==> src/rtl/slurm16_mem_pkg.sv <==
// Shared types for the slurm16 memory burst reader: FSM states, bus word and address types, defaults.
// Latency: n/a (types and constants only).
// Backpressure: n/a.
package slurm16_mem_pkg;

    localparam int MEM_ADDR_BITS      = 16;
    localparam int DEFAULT_FIFO_DEPTH = 8;

    typedef enum logic [1:0] {
        IDLE       = 2'd0,
        WAIT_SPACE = 2'd1,
        REQ        = 2'd2
    } state_t;

    typedef logic [MEM_ADDR_BITS-1:0] mem_addr_t;
    typedef logic [15:0]              mem_word_t;

endpackage

==> src/rtl/slurm16_mem_burst_reader_if.sv <==
// Bundle of burst-reader control, arbiter request and consumer FIFO signals.
// Latency: n/a (wiring only).
// Backpressure: rvalid/rready toward the arbiter, out_valid/out_ready toward the consumer.
//
// Modports: master = the burst reader, slave = line logic / arbiter / consumer side.
// SLURM16_BURST_STRIDE_EN adds the 8-bit stride control input.
interface slurm16_mem_burst_reader_if
    import slurm16_mem_pkg::*;
#(
    parameter int ADDR_BITS = MEM_ADDR_BITS
);
    logic                 start;
    logic [ADDR_BITS-1:0] base_addr;
    logic [7:0]           count;
`ifdef SLURM16_BURST_STRIDE_EN
    logic [7:0]           stride;
`endif
    logic                 busy;
    logic                 done;
    logic [ADDR_BITS-1:0] memory_address;
    mem_word_t            memory_data;
    logic                 rvalid;
    logic                 rready;
    mem_word_t            out_data;
    logic                 out_valid;
    logic                 out_ready;

    modport master (
        input  start, base_addr, count,
`ifdef SLURM16_BURST_STRIDE_EN
        input  stride,
`endif
        output busy, done,
        output memory_address, rvalid,
        input  memory_data, rready,
        output out_data, out_valid,
        input  out_ready
    );

    modport slave (
        output start, base_addr, count,
`ifdef SLURM16_BURST_STRIDE_EN
        output stride,
`endif
        input  busy, done,
        input  memory_address, rvalid,
        output memory_data, rready,
        input  out_data, out_valid,
        output out_ready
    );

endinterface

==> src/rtl/slurm16_sync_fifo.sv <==
// Synchronous first-word-fall-through FIFO with occupancy count.
// Latency: a pushed word is visible on pop_dat/pop_vld the cycle after the push edge.
// Backpressure: push while full and pop while empty are ignored; pop_dat reads 0 when empty.
//
// Ports: clk, rst_n (async active-low); push_vld/push_dat write side;
//        pop_vld/pop_dat/pop_rdy read side; count = current occupancy (0..DEPTH).
module slurm16_sync_fifo #(
    parameter  int WIDTH = 16,
    parameter  int DEPTH = 8,
    localparam int AW    = (DEPTH > 1) ? $clog2(DEPTH) : 1,
    localparam int CW    = $clog2(DEPTH) + 1
) (
    input  logic             clk,
    input  logic             rst_n,
    input  logic             push_vld,
    input  logic [WIDTH-1:0] push_dat,
    output logic             pop_vld,
    output logic [WIDTH-1:0] pop_dat,
    input  logic             pop_rdy,
    output logic [CW-1:0]    count
);

    logic [WIDTH-1:0] mem [DEPTH];
    logic [AW-1:0]    wr_ptr;
    logic [AW-1:0]    rd_ptr;
    logic             push_ok;
    logic             pop_ok;

    assign push_ok = push_vld && (count < CW'(DEPTH));
    assign pop_ok  = pop_rdy && (count != '0);
    assign pop_vld = (count != '0);
    assign pop_dat = pop_vld ? mem[rd_ptr] : '0;

    // Storage carries no reset; emptiness is tracked by count alone.
    always_ff @(posedge clk) begin
        if (push_ok) begin
            mem[wr_ptr] <= push_dat;
        end
    end

    // DEPTH is a power of two, so the pointers wrap naturally.
    always_ff @(posedge clk or negedge rst_n) begin
        if (!rst_n) begin
            wr_ptr <= '0;
            rd_ptr <= '0;
            count  <= '0;
        end else begin
            if (push_ok) begin
                wr_ptr <= wr_ptr + AW'(1);
            end
            if (pop_ok) begin
                rd_ptr <= rd_ptr + AW'(1);
            end
            case ({push_ok, pop_ok})
                2'b10:   count <= count + CW'(1);
                2'b01:   count <= count - CW'(1);
                default: count <= count;
            endcase
        end
    end

endmodule

==> src/rtl/slurm16_mem_burst_reader.sv <==
// Burst read initiator for one arbiter requester port; buffers fetched words in a FWFT FIFO.
// Latency: start at t -> rvalid at t+2 when the FIFO has room; captured word on out_* one cycle later.
// Backpressure: holds rvalid/address until rready; stops requesting while the FIFO is full.
//
// Ports: CLK, RSTb (async active-low); bus (master modport): start/base_addr/count control,
//        busy/done status, memory_address/rvalid/memory_data/rready arbiter side,
//        out_data/out_valid/out_ready consumer side.
// SLURM16_BURST_STRIDE_EN: when defined, the address advances by the sampled stride instead of 1.
module slurm16_mem_burst_reader
    import slurm16_mem_pkg::*;
#(
    parameter int FIFO_DEPTH = DEFAULT_FIFO_DEPTH,
    parameter int ADDR_BITS  = MEM_ADDR_BITS
) (
    input  logic                      CLK,
    input  logic                      RSTb,
    slurm16_mem_burst_reader_if.master bus
);

    localparam int CNT_W = $clog2(FIFO_DEPTH) + 1;

    state_t               state;
    logic [ADDR_BITS-1:0] addr;
    // 9 bits so that count=0 can stand for a 256-word burst.
    logic [8:0]           remaining;
    logic [ADDR_BITS-1:0] step;
    logic [CNT_W-1:0]     fifo_count;
    logic [CNT_W-1:0]     occ_after;
    logic                 fifo_push;
    logic                 fifo_pop;

    assign fifo_push = bus.rvalid && bus.rready;
    assign fifo_pop  = bus.out_valid && bus.out_ready;
    // Occupancy once the word being captured lands, net of a same-cycle consumer pop.
    assign occ_after = fifo_count + CNT_W'(1) - CNT_W'(fifo_pop);

`ifdef SLURM16_BURST_STRIDE_EN
    logic [7:0] stride_q;

    always_ff @(posedge CLK or negedge RSTb) begin
        if (!RSTb) begin
            stride_q <= 8'd1;
        end else if ((state == IDLE) && bus.start) begin
            stride_q <= bus.stride;
        end
    end

    assign step = ADDR_BITS'(stride_q);
`else
    assign step = ADDR_BITS'(1);
`endif

    always_ff @(posedge CLK or negedge RSTb) begin
        if (!RSTb) begin
            state      <= IDLE;
            addr       <= '0;
            remaining  <= '0;
            bus.busy   <= 1'b0;
            bus.done   <= 1'b0;
            bus.rvalid <= 1'b0;
        end else begin
            bus.done <= 1'b0;
            case (state)
                IDLE: begin
                    if (bus.start) begin
                        addr      <= bus.base_addr;
                        remaining <= {(bus.count == 8'd0), bus.count};
                        bus.busy  <= 1'b1;
                        state     <= WAIT_SPACE;
                    end
                end
                WAIT_SPACE: begin
                    if (fifo_count < CNT_W'(FIFO_DEPTH)) begin
                        bus.rvalid <= 1'b1;
                        state      <= REQ;
                    end
                end
                REQ: begin
                    // rvalid and the address stay put until the arbiter completes.
                    if (bus.rready) begin
                        addr      <= addr + step;
                        remaining <= remaining - 9'd1;
                        if (remaining == 9'd1) begin
                            state      <= IDLE;
                            bus.rvalid <= 1'b0;
                            bus.busy   <= 1'b0;
                            bus.done   <= 1'b1;
                        end else if (occ_after < CNT_W'(FIFO_DEPTH)) begin
                            state      <= REQ;
                            bus.rvalid <= 1'b1;
                        end else begin
                            state      <= WAIT_SPACE;
                            bus.rvalid <= 1'b0;
                        end
                    end
                end
                default: begin
                    state      <= IDLE;
                    bus.rvalid <= 1'b0;
                    bus.busy   <= 1'b0;
                end
            endcase
        end
    end

    assign bus.memory_address = addr;

    slurm16_sync_fifo #(
        .WIDTH (16),
        .DEPTH (FIFO_DEPTH)
    ) u_fifo (
        .clk      (CLK),
        .rst_n    (RSTb),
        .push_vld (fifo_push),
        .push_dat (bus.memory_data),
        .pop_vld  (bus.out_valid),
        .pop_dat  (bus.out_data),
        .pop_rdy  (bus.out_ready),
        .count    (fifo_count)
    );

endmodule

==> src/flat_wrapper.sv <==
// flat-port wrapper written by rule: the top's interface ports become plain ports
module slurm16_mem_burst_reader_flat import slurm16_mem_pkg::*;
#(
    parameter int FIFO_DEPTH = DEFAULT_FIFO_DEPTH,
    parameter int ADDR_BITS  = MEM_ADDR_BITS
)
  (CLK, RSTb, bus_start, bus_base_addr, bus_count, bus_busy, bus_done, bus_memory_address, bus_rvalid, bus_memory_data, bus_rready, bus_out_data, bus_out_valid, bus_out_ready);
  slurm16_mem_burst_reader_if #(.ADDR_BITS(ADDR_BITS)) bus_i ();
  input  logic CLK;
  input  logic RSTb;
  input wire logic [$bits(bus_i.start)-1:0] bus_start;
  input wire logic [$bits(bus_i.base_addr)-1:0] bus_base_addr;
  input wire logic [$bits(bus_i.count)-1:0] bus_count;
  output wire logic [$bits(bus_i.busy)-1:0] bus_busy;
  output wire logic [$bits(bus_i.done)-1:0] bus_done;
  output wire logic [$bits(bus_i.memory_address)-1:0] bus_memory_address;
  output wire logic [$bits(bus_i.rvalid)-1:0] bus_rvalid;
  input wire logic [$bits(bus_i.memory_data)-1:0] bus_memory_data;
  input wire logic [$bits(bus_i.rready)-1:0] bus_rready;
  output wire logic [$bits(bus_i.out_data)-1:0] bus_out_data;
  output wire logic [$bits(bus_i.out_valid)-1:0] bus_out_valid;
  input wire logic [$bits(bus_i.out_ready)-1:0] bus_out_ready;
  assign bus_i.start = bus_start;
  assign bus_i.base_addr = bus_base_addr;
  assign bus_i.count = bus_count;
  assign bus_busy = bus_i.busy;
  assign bus_done = bus_i.done;
  assign bus_memory_address = bus_i.memory_address;
  assign bus_rvalid = bus_i.rvalid;
  assign bus_i.memory_data = bus_memory_data;
  assign bus_i.rready = bus_rready;
  assign bus_out_data = bus_i.out_data;
  assign bus_out_valid = bus_i.out_valid;
  assign bus_i.out_ready = bus_out_ready;
  slurm16_mem_burst_reader #(.FIFO_DEPTH(FIFO_DEPTH), .ADDR_BITS(ADDR_BITS)) u_core (.CLK(CLK), .RSTb(RSTb), .bus(bus_i));
endmodule
==> config.mk <==
export PLATFORM = sky130hd
export DESIGN_NAME = slurm16_mem_burst_reader_flat
export DESIGN_NICKNAME = d
export VERILOG_FILES = /design/src/rtl/slurm16_mem_pkg.sv /design/src/rtl/slurm16_mem_burst_reader_if.sv /design/src/rtl/slurm16_sync_fifo.sv /design/src/rtl/slurm16_mem_burst_reader.sv /design/src/flat_wrapper.sv
export SDC_FILE = /design/constraint.sdc
export NUM_CORES = 1
export LEC_CHECK = 0
export CORE_MARGIN = 1.5
export CORE_UTILIZATION = 61
export CTS_CLUSTER_SIZE = 20
export DETAILED_ROUTE_END_ITERATION = 10
export HOLD_SLACK_MARGIN = 0.03
export PLACE_DENSITY = 0.85
export SLEW_MARGIN = 40
export SYNTH_ARGS = -nofsm -noshare
export SYNTH_HDL_FRONTEND = slang
export SYNTH_SLANG_ARGS = --single-unit
==> constraint.sdc <==
create_clock -name CLK -period 6.4 [get_ports CLK]
set_input_delay 1.28 -clock CLK [delete_from_list [all_inputs] [get_ports CLK]]
set_output_delay 1.28 -clock CLK [all_outputs]
set_load 0.02 [all_outputs]
# Word-level counts from Yosys, hierarchy flattened
# Memory sizes are Yosys's and may differ from the RTL's.
# Index checks and enable logic that the tools add are counted.
[word_totals] register_bits=40 ramBits=128 inputBits=45 output_inout_bits=36 n_memories=1
[memory_table] memory="u_core.u_fifo.mem" words=8 word_bits=16 rd=1 rd_clocked_by_memory_dff=0 wr=1 line_no="slurm16_sync_fifo.sv:23" source="logic [WIDTH-1:0] mem [DEPTH];"
[op_classes] add_sub_neg=7 order_cmp=2 eq_ne=9 muxes=28 n_bitwise=2 reduce_logical=12
[ops] operator="16-bit 2-to-1 mux" count=3
[ops] operator="16-bit case mux with 2 select lines" count=1
[ops] operator="9-bit 2-to-1 mux" count=2
[ops] operator="9-bit case mux with 2 select lines" count=1
[ops] operator="16-bit by 1-bit adder with 16-bit output, second input constant" count=1
[ops] operator="1-bit 2-to-1 mux" count=12
[ops] operator="2-bit 2-to-1 mux" count=5
[ops] operator="9-bit by 1-bit == test with 1-bit output, second input constant" count=1
[ops] operator="3-bit AND reduction" count=3
[ops] operator="9-bit by 1-bit subtractor with 9-bit output, second input constant" count=1
[ops] operator="8-bit logical NOT" count=1
[ops] operator="4-bit less-than comparator, second input constant" count=2
[ops] operator="4-bit case mux with 2 select lines" count=1
[ops] operator="3-bit by 1-bit adder with 3-bit output, second input constant" count=2
[ops] operator="1-bit case mux with 3 select lines" count=2
[ops] operator="2-bit case mux with 3 select lines" count=1
[ops] operator="4-bit by 1-bit adder with 4-bit output, second input constant" count=1
[ops] operator="2-bit by 1-bit == test with 1-bit output, second input constant" count=2
[ops] operator="2-bit == test, second input constant" count=2
[ops] operator="2-bit by 1-bit != test with 1-bit output, second input constant" count=2
[ops] operator="2-bit != test, second input constant" count=2
[ops] operator="4-bit AND reduction" count=1
[ops] operator="2-bit nonzero test" count=2
[ops] operator="4-bit nonzero test" count=1
[ops] operator="5 further kinds" count=8

# Longest topological paths before layout
# Gate-level depths: netlist of the first run.
[logic_depth] depth_word=8 depth_mapped=11 ltp_nobuf=10

# Cells and area by module
# A second synthesis of the first run with hierarchy kept.
[hier_totals] hier_cells=493 hier_area_um2=7423.4
[modules_own_cells] mod="slurm16_sync_fifo" instances=1 cells_each=259 area_each_um2=5441.5 seq_area_each_um2=4093.9
[modules_own_cells] mod="slurm16_mem_burst_reader" instances=1 cells_each=234 area_each_um2=1981.9 seq_area_each_um2=750.7

# Worst setup path after synthesis of the first run
# OpenSTA, ideal clock, no wires.
[synth_path] path_type="input to register" from="input port bus_rready" to="memory u_core.u_fifo.mem[0][0] (enable)" setup_ns=0.409 arrival_ns=2.856 t_required_ns=5.991 path_slack_ns=3.134 path_stages=3 path_cell_list="nand2_1 -> or3_1 -> nor3_1"
[synth_between] elab_chain_len=4
[synth_lines] element="start: declaration" line_no="flat_wrapper.sv:19" source="input wire logic [$bits(bus_i.rready)-1:0] bus_rready;"
[synth_lines] element="1-bit logical AND" line_no="slurm16_mem_burst_reader.sv:32" source="assign fifo_push = bus.rvalid && bus.rready;"
[synth_lines] element="1-bit logical AND" line_no="slurm16_sync_fifo.sv:29" source="assign push_ok = push_vld && (count < CW'(DEPTH));"
[synth_lines] element="1-bit 2-to-1 mux" line_no="slurm16_sync_fifo.sv:36" source="if (push_ok) begin"
[synth_lines] element="1-bit 2-to-1 mux (implied by the code)" line_no="slurm16_sync_fifo.sv:37" source="mem[wr_ptr] <= push_dat;"
[synth_lines] element="end: declaration" line_no="slurm16_sync_fifo.sv:23"
# Every way passes these cells.

# Worst setup path after layout of the first run
[layout_path] from="register u_core.u_fifo.rd_ptr[0]" to="output port bus_out_data[5]"
[layout_between] elab_chain_len=2
[layout_lines] element="start: declaration" line_no="slurm16_sync_fifo.sv:25" source="logic [AW-1:0] rd_ptr;"
[layout_lines] element="start signal: assignment" line_no="slurm16_sync_fifo.sv:52" source="rd_ptr <= rd_ptr + AW'(1);"
[layout_lines] element="memory 8 x 16 bit"
[layout_lines] element="16-bit 2-to-1 mux" line_no="slurm16_sync_fifo.sv:32" source="assign pop_dat = pop_vld ? mem[rd_ptr] : '0;"
[layout_lines] element="end: declaration" line_no="flat_wrapper.sv:20" source="output wire logic [$bits(bus_i.out_data)-1:0] bus_out_data;"
# Every way passes these cells.

==> results.ini, run 1 <==
[status]
status=complete, but fails checks
violations=DRC

[grt]
grt_pass1_wl_um=24400
grt_pass1_vias=4487
antenna_found_initial=0
overflow=0
grt_use_total_pct=26.1
grt_max_degree=46

[yosys]
syn_area_sq_um=7310
syn_inst=488
synth_edf_count=128
synthArstFlopShare_pct=23.8
syn_nets=545
synth.avg_cell_area_sq_um=15.0
synth.distinct_cells=45
synth_flop_cell=edfxtp_1
yosys_warnings=0
ys_seq_elements=168
yosysSeqAreaShare_pct=66.2

[place]
place.gp.congestion=0.808
dpl-instance-area_sq_um=8320
hpwl_um=9420
portBuffers=80
dp.cells=692

[sta]
fin_worst_skew_ns=0.00846
fmax_mhz=248
tns_ns=0
tightest_slew_ns=0.670
hold_viol_final=0
post-route-period-util_pct=63.1
rsz0062_at_grt=no
setup_violations=0
slew-limit-headroom_pct=55.3
fin_hold_ws_ns=0.527
fin_crit_ns=4.04
final_max_slew_viol_count=0

[route]
vias=4516
drt_wl_total_um=15300
drt_iter0_markers=396
firstDrtPassIters=8
wl_per_cell_um=21.2
drc=6
viasPerCell=6.24
ant_nets=0

[cts]
post_cts_buffers=0
clock_sink_count=168
clk_latency_ns=0.43
clkSlewWorstSetupHoldPaths_ns=0.06
holdBufCountCts=0
cts_resized=0
numCtsBuffers=17
htreeDepth=4
cts_tree=built
cts_buffer_depth=2
root_buffer=clkbuf_16

[worst_hold_path]
hp-class=flop to flop
hold_path.startpoint=u_core.remaining[7]
holdPathEnd=u_core.remaining[7]
whs_path_depth=1

[finish]
drive_gt1_share_pct=15.1
diodes=0
syn_to_final_growth_pct=21.6
postLayoutCoreUtil_pct=76.9
final_cell_mix=edfxtp_1 (128), clkdlybuf4s50_1 (79), dfrtp_1 (38)
layout.cells.non_filler=724
fin_nets=625
stdcell_area_sq_um=8890
final_common_cell=edfxtp_1

[critical_path]
r2r-end=u_core.bus.memory_address[13]
reg2reg_depth=8
rrSetupSlack_ns=3.76
critPathLaunchType=flop
regToRegStartpoint=u_core.state[0]
worstSetupPathType=flop to output pin
crit_arrival_ns=2.76
cp_max_fo=34
required_ns=5.12
worst_setup_path_end_kind=output pin

[flow_run]
cap_violations=0

[pwr]
ir_drop_uv=269
power.leakage_nw=3.15
cellPowerDensity_nw_per_um2=474

[floorplanning]
die_h_um=112
std_cell_rows=39
die_x_um=112
coreArea_sq_um=11600
start_util_pct=63.2
pin_count=81
dieArea_sq_um=12700

routing by layer:
metal  GRT usage [%]  wire length, um
met1            34.7             6190
met2            43.2             7950
met3            5.40              904
met4            10.0              288
met5               0                0
logic make-up (layout without fill, tap and decap cells):
group,count (synthesis),in the layout,synth area share [%]
and+or+nand+nor,132,132,8.76
buffers and inverters,37,130,2.12
adders and majority gates,12,12,2.05
AOI/OAI and AO/OA,68,68,5.78
DFF,168,168,66.2
xor gates and xnor gates,10,10,1.20
muxes,61,61,13.8
how the worst max path moves through the flow:
stage | start | end | slack, ns | cells after the start
2_1_floorplan | bus_rready | u_core.u_fifo.mem[0][0] | 3.13 | 3
3_3_place_gp | u_core.u_fifo.rd_ptr[0] | bus_out_data[14] | 2.49 | 4
3_5_place_dp | u_core.u_fifo.rd_ptr[0] | bus_out_data[5] | 2.81 | 4
4_1_cts | u_core.u_fifo.rd_ptr[0] | bus_out_data[5] | 2.32 | 4
5_1_grt | u_core.u_fifo.rd_ptr[0] | bus_out_data[5] | 2.26 | 4
6_report | u_core.u_fifo.rd_ptr[0] | bus_out_data[5] | 2.36 | 4
synthesized netlist by cell type, types with 2 or more instances:
cell,n,share of area (%)
edfxtp_1,128,53
nor2_1,42,2.2
dfrtp_1,40,14
nand2_1,36,1.8
mux4_2,32,9.9
mux2i_1,28,3.8
a21oi_1,22,1.5
clkbuf_1,17,0.87
o21ai_0,16,1.1
ha_1,12,2.1
o22ai_1,12,1.0
inv_1,11,0.56
and3_1,9,0.77
nor3_1,9,0.62
xnor2_1,7,0.84
buf_2,6,0.41
nand3_1,6,0.41
nand4_1,6,0.51
nand2b_1,5,0.43
or3_1,5,0.43
o221a_2,4,0.62
a31oi_1,3,0.26
and2_1,3,0.26
nor4_1,3,0.26
xor2_1,3,0.36
a2bb2oi_1,2,0.24
and4_1,2,0.24
nor2b_1,2,0.17
critical path: stages, from the launching register on:
cell,delay (ns)
dfrtp_4,0.86
mux4_2,0.61
mux2i_1,0.20
nor2_1,0.07
clkdlybuf4s50_1,0.57
state kept, by name, summed over array words and instances, names as in the netlist:
name and count:
u_core.remaining 9, u_core.bus.memory_address 16, u_core.bus.rvalid 1, u_core.u_fifo.rd_ptr 3, u_core.bus.busy 1, u_core.state 2
u_core.bus.done 1, u_core.u_fifo.count 4, u_core.u_fifo.wr_ptr 3, u_core.u_fifo.mem 128
layout make-up:
class | count | area, sq um
Clock buffer | 25 | 495
Tap cell | 143 | 179
Multi-Input combinational cell | 283 | 2380
Timing Repair Buffer | 87 | 866
Sequential cell | 168 | 4850
Fill cell | 626 | 2670
Clock inverter | 7 | 81.3
Inverter | 11 | 41.3
per-stage QoR:
stage | setup WS, ns | power (mW)
5_1_grt | 2.26 | 4.43
2_1_floorplan | 3.13 | 2.65
3_5_place_dp | 2.81 | 3.23
6_report | 2.36 | 4.22
3_3_place_gp | 2.49 | 3.15
4_1_cts | 2.32 | 4.23
report_power, final:
| group | internal, mW | switching (mW) | total, mW |
|---|---|---|---|
| clock network | 0.582 | 0.407 | 0.990 |
| registers | 1.33 | 0.268 | 1.59 |
| logic | 0.809 | 0.829 | 1.64 |
| total | 2.72 | 1.50 | 4.22 |
No activity file was read; power rests on OpenSTA's default activity.
==> run 2, diff against run 1 <==
CORE_UTILIZATION = 56   (was 61)
PLACE_DENSITY = 0.79   (was 0.85)
clock period = 4.04 ns   (was 6.4 ns; I/O delays follow)
==> run 2 against run 1 <==
Net effect:
- the run now ends clean
- cell count rose by 5.1%
- total power up 57%
- combinational power is 62% higher
- first-iteration DRC count fell by 11%
- critical path depth grew 1
- critical path type unchanged
- highest routed layer unchanged
==> results.ini, run 2 (synthesis results as in run 1) <==
[pwr]
p_clk_share_pct=22.9  ; -0.6 points
ir_drop_uv=452  ; +68%
switching_share_pct=35.0  ; -0.64 points
intPower_mw=4.29  ; +58%
power.leakage_nw=3.18  ; +1.0%
power_mw=6.61  ; +57%
cellPowerDensity_nw_per_um2=742  ; +56%
p_switching_mw=2.31  ; +54%
seqPwrFrac_pct=36.8  ; -1.0 points
pwr-share-comb_pct=40.3  ; +1.5 points

[finish]
final_common_cell=edfxtp_1
regMostFlops=u_core.u_fifo.mem
diodes=0  ; unchanged
syn_to_final_growth_pct=21.7  ; about the same
num-fill-cells=836  ; +34%
drive_gt1_share_pct=14.8  ; -0.38 points
fin_nets=633  ; +1.3%
final_cell_mix=edfxtp_1 (128), clkdlybuf4s50_1 (79), nor2_1 (42)
largest_reg_flops=128  ; unchanged

[grt]
grt_pass1_wl_um=22700  ; -7.0%
grt_pass1_vias=4295  ; -4.3%
overflow=0  ; unchanged
grt_use_total_pct=23.1  ; -3.0 points
grt_max_degree=41  ; -11%
antenna_found_initial=0  ; unchanged

[cts]
clock_sink_count=168  ; unchanged
post_cts_buffers=0  ; unchanged
htreeDepth=4  ; unchanged
cts_tree=built
clkSlewWorstSetupHoldPaths_ns=0.06  ; about the same
cts_buffer_depth=2  ; unchanged
holdBufCountCts=0  ; unchanged
numCtsBuffers=17  ; unchanged
cts_resized=0  ; unchanged
clk_latency_ns=0.42  ; about the same
root_buffer=clkbuf_16

[critical_path]
required_ns=3.23  ; -1.89 ns
cp_top_family=buffers and inverters
worstSetupPathType=flop to output pin
crit_path_cell_trace=buf_4, mux4_2, mux2i_1, nor2_1, clkdlybuf4s50_1
crit_arrival_ns=2.70  ; -0.06 ns
worst_setup_path_end_kind=output pin
cp_max_fo=14  ; -59%
critPathLaunchType=flop
crit_path_max_incr_delay_ns=0.64  ; -0.22 ns
cp_num_buf_inv=2  ; +1
cpMaxStageDelayCell=dfrtp_2

[route]
drc=0  ; -6
viasPerCell=5.86  ; -6.0%
firstDrtPassIters=5  ; -3
drt_iter0_markers=352  ; -11%
vias=4462  ; -1.2%
wl_per_cell_um=19.4  ; -8.4%
drt_wl_total_um=14800  ; -3.7%
ant_nets=0  ; unchanged

[sta]
final_max_slew_viol_count=0  ; unchanged
slew-limit-headroom_pct=55.8  ; +0.45 points
fin_crit_ns=3.51
fmax_mhz=285
setup_violations=0  ; unchanged
rsz0062_at_grt=no
post-route-period-util_pct=86.8
tns_ns=0  ; unchanged
tightest_slew_ns=0.661  ; -0.00914 ns
fin_worst_skew_ns=0.00632  ; -0.00214 ns
hold_viol_final=0  ; unchanged

[floorplanning]
die_h_um=117  ; +4.2%
coreArea_sq_um=12700  ; +9.6%
dieArea_sq_um=13800  ; +8.7%
die_x_um=117  ; +4.2%
start_util_pct=57.7  ; -5.5 points
std_cell_rows=41  ; +5.1%
pin_count=81  ; unchanged

[status]
status=finished, final reports clean

[place]
hpwl_um=9050  ; -4.0%
place.gp.congestion=0.797  ; -1.4%
portBuffers=80  ; unchanged

[worst_hold_path]
hp-class=input port to async pin

[flow_run]
cap_violations=0  ; unchanged

run 2: changes by cell type in the layout (fill, tap and decap cells not counted), moves of 2 or more:
cell,delta
buf_6,-4
inv_6,-3
clkinv_4,-2
clkinv_2,+5
nor2_1,+6
clkbuf_8,-4
nor3_2,+2
nor2_4,-6
nor3_4,-2
buf_4,+11
run 2: final cells by class:
cell class / instances / area (sq um) / area share (%)
multi-input cells: 283 / 2320 / 26.1
repair buffers: 95 / 923 / 10.4
clock buffers: 22 / 444 / 4.99
clock inverters: 10 / 104 / 1.17
flip-flops and latches: 168 / 4850 / 54.5
well taps: 172 / 215 / 2.42
inverters: 11 / 41.3 / 0.464
run 2: stage by stage:
| stage | util, % | worst slack [ns] | hold slack, ns | instance area [sq um] | cells |
|---|---|---|---|---|---|
| finish | 70.2 | 0.532 | 0.366 | 8900 | 761 |
| global route | 70.2 | 0.295 | 0.404 | 8900 | 761 |
| CTS | 70.2 | 0.446 | 0.368 | 8900 | 761 |
| detailed placement | 65.9 | 0.927 | 0.509 | 8350 | 729 |
| global placement | 65.9 | 0.933 | 0.496 | 8350 | 729 |
| floorplan | - | 1.25 | 0.482 | 7310 | 488 |
run 2: path summary, 6_finish.rpt:
path,startpoint,end,slack [ns],cells after the start
max in group asynchronous,RSTb,u_core.u_fifo.rd_ptr[0],3.28,1
min in group CLK,u_core.bus.memory_address[1],u_core.bus.memory_address[1],0.54,2
worst min register to register,u_core.bus.memory_address[1],u_core.bus.memory_address[1],0.54,2
worst max-delay path,u_core.u_fifo.rd_ptr[0],bus_out_data[13],0.53,5
worst min-delay path,RSTb,u_core.bus.memory_address[0],0.37,1
worst max register to register,u_core.state[0],u_core.bus.memory_address[5],1.35,8
run 2: per-layer routing:
layer	GRT usage [%]	up-vias	wire, um
met1	30.9	2217	6290
met4	7.95	0	187
met2	37.2	176	7340
met5	0	-	0
li1	-	2051	-
met3	6.18	18	945
run 2: power by group through the flow:
stage               Combinational, mW  Sequential [mW]  Clock (mW)
floorplan                        1.78             2.42           0
global placement                 2.57             2.45           0
detailed placement               2.65             2.46           0
CTS                              2.68             2.43        1.52
global route                     2.89             2.47        1.59
finish                           2.66             2.43        1.51
